**src/rtl/mul_div_unit_pkg.sv**
```systemverilog
// Shared types and constants for the RV32M multiply/divide unit.
package MulDivTypes;

    typedef enum logic [2:0] {
        MUL    = 3'd0,
        MULH   = 3'd1,
        MULHSU = 3'd2,
        MULHU  = 3'd3,
        DIV    = 3'd4,
        DIVU   = 3'd5,
        REM    = 3'd6,
        REMU   = 3'd7
    } MulDivOp;

    localparam int unsigned MULDIV_ITERATIONS = 32;
    localparam int unsigned COUNT_W           = $clog2(MULDIV_ITERATIONS);

    typedef enum logic [1:0] {
        IDLE = 2'd0,
        CALC = 2'd1,
        DONE = 2'd2
    } MulDivState;

    function automatic logic [31:0] neg32(input logic [31:0] value);
        return ~value + 32'd1;
    endfunction

endpackage

```
**src/rtl/mul_div_unit_divider_step.sv**
```systemverilog
// One restoring-division iteration: shift in the next dividend bit, trial subtract, restore on borrow.
module DividerStep
    import MulDivTypes::*;
(
    input  logic [32:0] remainder_in,
    input  logic [31:0] quotient_in,
    input  logic [31:0] divisor,
    output logic [32:0] remainder_out,
    output logic [31:0] quotient_out
);

    logic [33:0] shifted;
    logic [33:0] diff;
    logic        borrow;

    always_comb begin
        shifted       = {remainder_in, quotient_in[31]};
        diff          = shifted - {2'b00, divisor};
        borrow        = diff[33];
        remainder_out = borrow ? shifted[32:0] : diff[32:0];
        quotient_out  = {quotient_in[30:0], ~borrow};
    end

endmodule

```
**src/rtl/mul_div_unit.sv**
```systemverilog
// Iterative RV32M multiply/divide unit: 32-cycle shift-add / restoring divide on magnitudes,
// with divide-by-zero and signed-overflow results short-circuited straight to DONE.
module mul_div_unit
    import MulDivTypes::*;
(
    input  logic        clk,
    input  logic        rst,
    input  logic        req,
    input  MulDivOp     op,
    input  logic [31:0] srcA,
    input  logic [31:0] srcB,
    input  logic        clear,
    output logic        isStructureHazard,
    output logic        resultValid,
    output logic [31:0] result
);

    MulDivState         state;
    MulDivState         state_next;
    logic [COUNT_W-1:0] counter;
    logic [63:0]        product;
    logic [32:0]        remainder;
    logic [31:0]        quotient;
    logic [31:0]        operand;
    logic [31:0]        bypass_value;
    logic               bypass;
    logic               neg_result;
    logic               neg_remainder;
    MulDivOp            op_q;

    logic        a_signed;
    logic        b_signed;
    logic        a_neg;
    logic        b_neg;
    logic [31:0] a_abs;
    logic [31:0] b_abs;
    logic        op_div;
    logic        div_zero;
    logic        overflow;
    logic [31:0] fast_value;
    logic        start;

    logic [32:0] mul_sum;
    logic [63:0] mul_next;
    logic [63:0] product_fixed;
    logic [32:0] step_remainder;
    logic [31:0] step_quotient;

    always_comb begin
        a_signed = op inside {MULH, MULHSU, DIV, REM};
        b_signed = op inside {MULH, DIV, REM};
        a_neg    = a_signed & srcA[31];
        b_neg    = b_signed & srcB[31];
        a_abs    = a_neg ? neg32(srcA) : srcA;
        b_abs    = b_neg ? neg32(srcB) : srcB;
        op_div   = op inside {DIV, DIVU, REM, REMU};
        div_zero = op_div && (srcB == '0);
        overflow = (op inside {DIV, REM}) && (srcA == 32'h8000_0000) && (srcB == '1);
        if (div_zero)
            fast_value = (op inside {DIV, DIVU}) ? '1 : srcA;
        else
            fast_value = (op == DIV) ? 32'h8000_0000 : '0;
        start = (state == IDLE) && req && !clear;
    end

    // Multiplier lives in the low half of the product and is consumed as the sum shifts in.
    always_comb begin
        mul_sum  = {1'b0, product[63:32]} + {1'b0, operand};
        mul_next = product[0] ? {mul_sum, product[31:1]} : {1'b0, product[63:1]};
    end

    DividerStep u_divider_step (
        .remainder_in  (remainder),
        .quotient_in   (quotient),
        .divisor       (operand),
        .remainder_out (step_remainder),
        .quotient_out  (step_quotient)
    );

    always_comb begin
        state_next = state;
        case (state)
            IDLE: if (req) state_next = (div_zero || overflow) ? DONE : CALC;
            CALC: if (counter == '0) state_next = DONE;
            DONE: state_next = IDLE;
            default: state_next = IDLE;
        endcase
        if (clear) state_next = IDLE;
    end

    always_ff @(posedge clk or posedge rst) begin
        if (rst) state <= IDLE;
        else     state <= state_next;
    end

    always_ff @(posedge clk or posedge rst) begin
        if (rst) begin
            counter       <= '0;
            product       <= '0;
            remainder     <= '0;
            quotient      <= '0;
            operand       <= '0;
            bypass_value  <= '0;
            bypass        <= 1'b0;
            neg_result    <= 1'b0;
            neg_remainder <= 1'b0;
            op_q          <= MUL;
        end else if (start) begin
            counter       <= COUNT_W'(MULDIV_ITERATIONS - 1);
            product       <= {32'd0, b_abs};
            remainder     <= '0;
            quotient      <= a_abs;
            operand       <= op_div ? b_abs : a_abs;
            bypass_value  <= fast_value;
            bypass        <= div_zero || overflow;
            neg_result    <= a_neg ^ b_neg;
            neg_remainder <= a_neg;
            op_q          <= op;
        end else if (state == CALC && !clear) begin
            counter <= counter - 1'b1;
            if (op_q inside {DIV, DIVU, REM, REMU}) begin
                remainder <= step_remainder;
                quotient  <= step_quotient;
            end else begin
                product <= mul_next;
            end
        end
    end

    always_comb begin
        isStructureHazard = req && (state != DONE) && !clear && !rst;
        resultValid       = (state == DONE);
        product_fixed     = neg_result ? (~product + 64'd1) : product;
        result            = '0;
        if (state == DONE) begin
            if (bypass) begin
                result = bypass_value;
            end else begin
                case (op_q)
                    MUL:                 result = product[31:0];
                    MULH, MULHSU, MULHU: result = product_fixed[63:32];
                    DIV, DIVU:           result = neg_result ? neg32(quotient) : quotient;
                    REM, REMU:           result = neg_remainder ? neg32(remainder[31:0]) : remainder[31:0];
                    default:             result = '0;
                endcase
            end
        end
    end

endmodule

```
**config.mk**
```make
export PLATFORM = sky130hd
export DESIGN_NAME = mul_div_unit
export DESIGN_NICKNAME = d
export VERILOG_FILES = /design/src/rtl/mul_div_unit_pkg.sv /design/src/rtl/mul_div_unit_divider_step.sv /design/src/rtl/mul_div_unit.sv
export SDC_FILE = /design/constraint.sdc
export NUM_CORES = 1
export LEC_CHECK = 0
export ABC_CLOCK_PERIOD_IN_PS = 7000
export BUFFER_PORTS_ARGS = -buffer_cell sky130_fd_sc_hd__buf_2
export CORE_UTILIZATION = 35
export DETAILED_ROUTE_END_ITERATION = 10
export RECOVER_POWER = 25
export REMOVE_ABC_BUFFERS = 1
export SETUP_SLACK_MARGIN = 0.1
export SLEW_MARGIN = 20
export SYNTH_ARGS = -nofsm -noshare
export SYNTH_HDL_FRONTEND = slang
export SYNTH_SLANG_ARGS = --single-unit
export TNS_END_PERCENT = 20
```
**constraint.sdc**
```tcl
create_clock -name clk -period 7 [get_ports clk]
set_input_delay 0 -clock clk [delete_from_list [all_inputs] [get_ports clk]]
set_output_delay 0 -clock clk [all_outputs]
set_load 0.005 [all_outputs]
```
==> impl_metrics.env <==
export IMPL_synth_area_top_cells="dfrtp_1 30%, o21ai_0 6.5%, nand2_1 6.4%"
export IMPL_async_flop_share=1.00
export IMPL_root_buffer="clkbuf_16"
export IMPL_r2r_slack_ns=3.22
export IMPL_syn_area_um2=17100
export IMPL_synth_most_common_cell="nand2_1"
export IMPL_hold_buffers=70
export IMPL_die_h_um=223
export IMPL_r2r_start="quotient[31]"
export IMPL_grt_first_pass_wirelength_mm=95.9
export IMPL_numCtsBuffers=26
export IMPL_ff_latch_area_um2=5160
export IMPL_hold_path_class="in2reg"
export IMPL_antenna_found_initial=1
export IMPL_ys_flop_type="dfrtp_1"
export IMPL_p_per_area_nw_per_um2=309
export IMPL_ys_seq_elements=206
export IMPL_r2r_end="remainder[20]"
export IMPL_cp_arrival_ns=4.58
export IMPL_grt_pass1_vias=16300
export IMPL_syn_inst=2162
export IMPL_fmax_ghz=0.218
export IMPL_rsz0062_at_grt="no"
export IMPL_worstSetupPathType="reg2out"
export IMPL_die_w_um=223
export IMPL_p_leak_uw=0.00831
export IMPL_yosysTopAreaCell="dfrtp_1"
export IMPL_cp_cell_sequence="buf_4 -> nor4_1 -> nand4_1 -> nor4_1 -> nand4_1 -> o41ai_1 -> xnor2_1 -> a221oi_1 -> nor2_1 -> buf_2"
export IMPL_endpoint="result[22]"
export IMPL_post_cts_resized=0
export IMPL_clk_latency_ns=0.56
export IMPL_drt_iter0_markers=1653
export IMPL_fp_coreArea_um2=47900
export IMPL_slew_headroom=0.247
export IMPL_diodes=0
export IMPL_ir_worst_vdd_v=0.000186
export IMPL_nets=2399
export IMPL_fin_crit_sh=0.654
export IMPL_io_pins=105
export IMPL_hold_viol_final=0
export IMPL_end_kind="primary output"
export IMPL_dr_pass1_iters=7
export IMPL_wl_mm=61.6
export IMPL_rows=80
export IMPL_port_buffer_count=104
export IMPL_syn2layout_area_growth_pct=15.1
export IMPL_reg2reg_depth=12
export IMPL_postRouteAntennaNets=0
export IMPL_initial_utilization=0.356
export IMPL_synth_common_cells="290 x nand2_1, 220 x o21ai_0, 206 x dfrtp_1"
export IMPL_via_per_inst=5.97
export IMPL_yosysTopAreaCellShare=0.302
export IMPL_clkTransAtPathRegs_ns=0.06
export IMPL_finalPower_uw=6060
export IMPL_cp_max_fo=39
export IMPL_critPathLaunch="product[0]"
export IMPL_worst_slew_pin_slew_ns=1.13
export IMPL_slew_viol_final=0
export IMPL_drive_gt1_frac=0.0924
export IMPL_gp_congestion=0.965
export IMPL_ys_warnings_count=0
export IMPL_setup_viol=0
export IMPL_track_usage=0.244
export IMPL_ys_types=71
export IMPL_dieArea_um2=49600
export IMPL_h_tree_depth=1
export IMPL_fillCellCount=4767
export IMPL_cp_required_ns=7.00
export IMPL_skew_ns=0.0152
export IMPL_max_stage_delay_ns=0.71
export IMPL_grt_max_degree=186
export IMPL_post_drt_wl_per_cell_um=21.3
export IMPL_slowest_stage="nor4_1"
export IMPL_yosysSeqAreaShare=0.302
export IMPL_startpoint_type="flip-flop"
export IMPL_place_hpwl_mm=44.5
export IMPL_clockBufferDepth=3
export IMPL_postLayoutSetupSlackWorst_ns=2.42
export IMPL_pre_cts_ws_ns=3.12
export IMPL_numClockSinks=206
export IMPL_status="completed"
export IMPL_min_period_ns=4.58
export IMPL_synth_edff_count=0
export IMPL_tns_ns=0
export IMPL_drv_cap=0
export IMPL_multiInputGateArea_um2=11200
export IMPL_overflow=0
export IMPL_postCtsSetupRepairBufs=0
export IMPL_cts_tree="done"
export IMPL_syn_area_per_cell_um2=7.89
export IMPL_remaining_drc_errors=0
export IMPL_vias=17200
==> report_power, final <==
group	internal (uW)	switching, uW
registers	1470	458
logic	1130	1670
clock network	779	553
==> flip-flops by register name (all words and copies together), names as in the netlist <==
signal / flops
product: 64
remainder: 33
bypass_value: 32
operand: 32
quotient: 32
counter: 5
op_q: 3
state: 2
bypass: 1
neg_remainder: 1
neg_result: 1
==> kinds of logic after synthesis <==
| kind of cell | share of synthesized area |
|---|---|
| and+or+nand+nor | 0.200 |
| AOI/OAI and AO/OA | 0.249 |
| xor gates and xnor gates | 0.107 |
| DFF | 0.302 |
| buffers and inverters | 0.0452 |
| adders and majority gates | 0.0544 |
| muxes | 0.0419 |
==> stage by stage <==
stage,cell area [um^2],std cells,hold WS (ns),util
after floorplan,16600,2028,0.0334,-
after global placement,18100,2772,0.253,0.378
after detailed placement,18100,2772,0.257,0.378
after CTS,19600,2888,0.165,0.409
after global routing,19600,2888,0.277,0.410
final,19600,2888,0.197,0.410
==> placed cells by master, fill, tap and decap left out, drive strengths merged, types with 14 or more instances in the layout <==
cell type,count
a211oi,16
a21o,21
a21oi,142
a221oi,14
a31oi,53
and3,22
buf,128
clkbuf,47
dfrtp,206
dlygate4sd3,70
ha,71
inv,69
mux2,20
mux2i,49
nand2,290
nand2b,21
nand3,57
nand4,14
nor2,154
nor2b,14
nor3,39
nor3b,14
nor4,26
o211ai,16
o21ai,223
o221ai,23
o31ai,68
o41ai,25
or3,23
or4,18
xnor2,117
xor2,92
==> layout make-up <==
class | count | share of cell area
Multi-Input combinational cell | 1753 | 0.570
Tap cell | 615 | 0.0392
Clock buffer | 46 | 0.0416
Timing Repair Buffer | 199 | 0.0725
Inverter | 69 | 0.0136
Sequential cell | 206 | 0.263
==> metal layers <==
metal | global-route usage | vias up | share of wire
met5 | 0 | - | 0
met1 | 0.337 | 8243 | 0.44
met4 | 0.101 | 0 | 0.040
met2 | 0.386 | 825 | 0.45
met3 | 0.0286 | 120 | 0.076
li1 | - | 8043 | -
==> worst max-delay path: cells and delay by family (launching register included) <==
family                 cells  cell delay (ns)
XOR/XNOR                   1             0.11
AO/OA/AOI/OAI              2             1.07
buffers and inverters      2             0.46
AND/OR/NAND/NOR            5             1.94
flip-flops                 1             0.39
==> worst min path at each step <==
stage               start           endpoint  slack, ns  cells after the start
floorplan           clear  isStructureHazard       0.03                      1
finish              op[2]         operand[9]       0.20                      5
global placement    clear           state[1]       0.25                      2
global route        op[1]            op_q[1]       0.28                      4
detailed placement  clear           state[1]       0.26                      2
CTS                 op[2]         operand[9]       0.16                      5
Note: power is estimated with default switching activity, not from simulation.
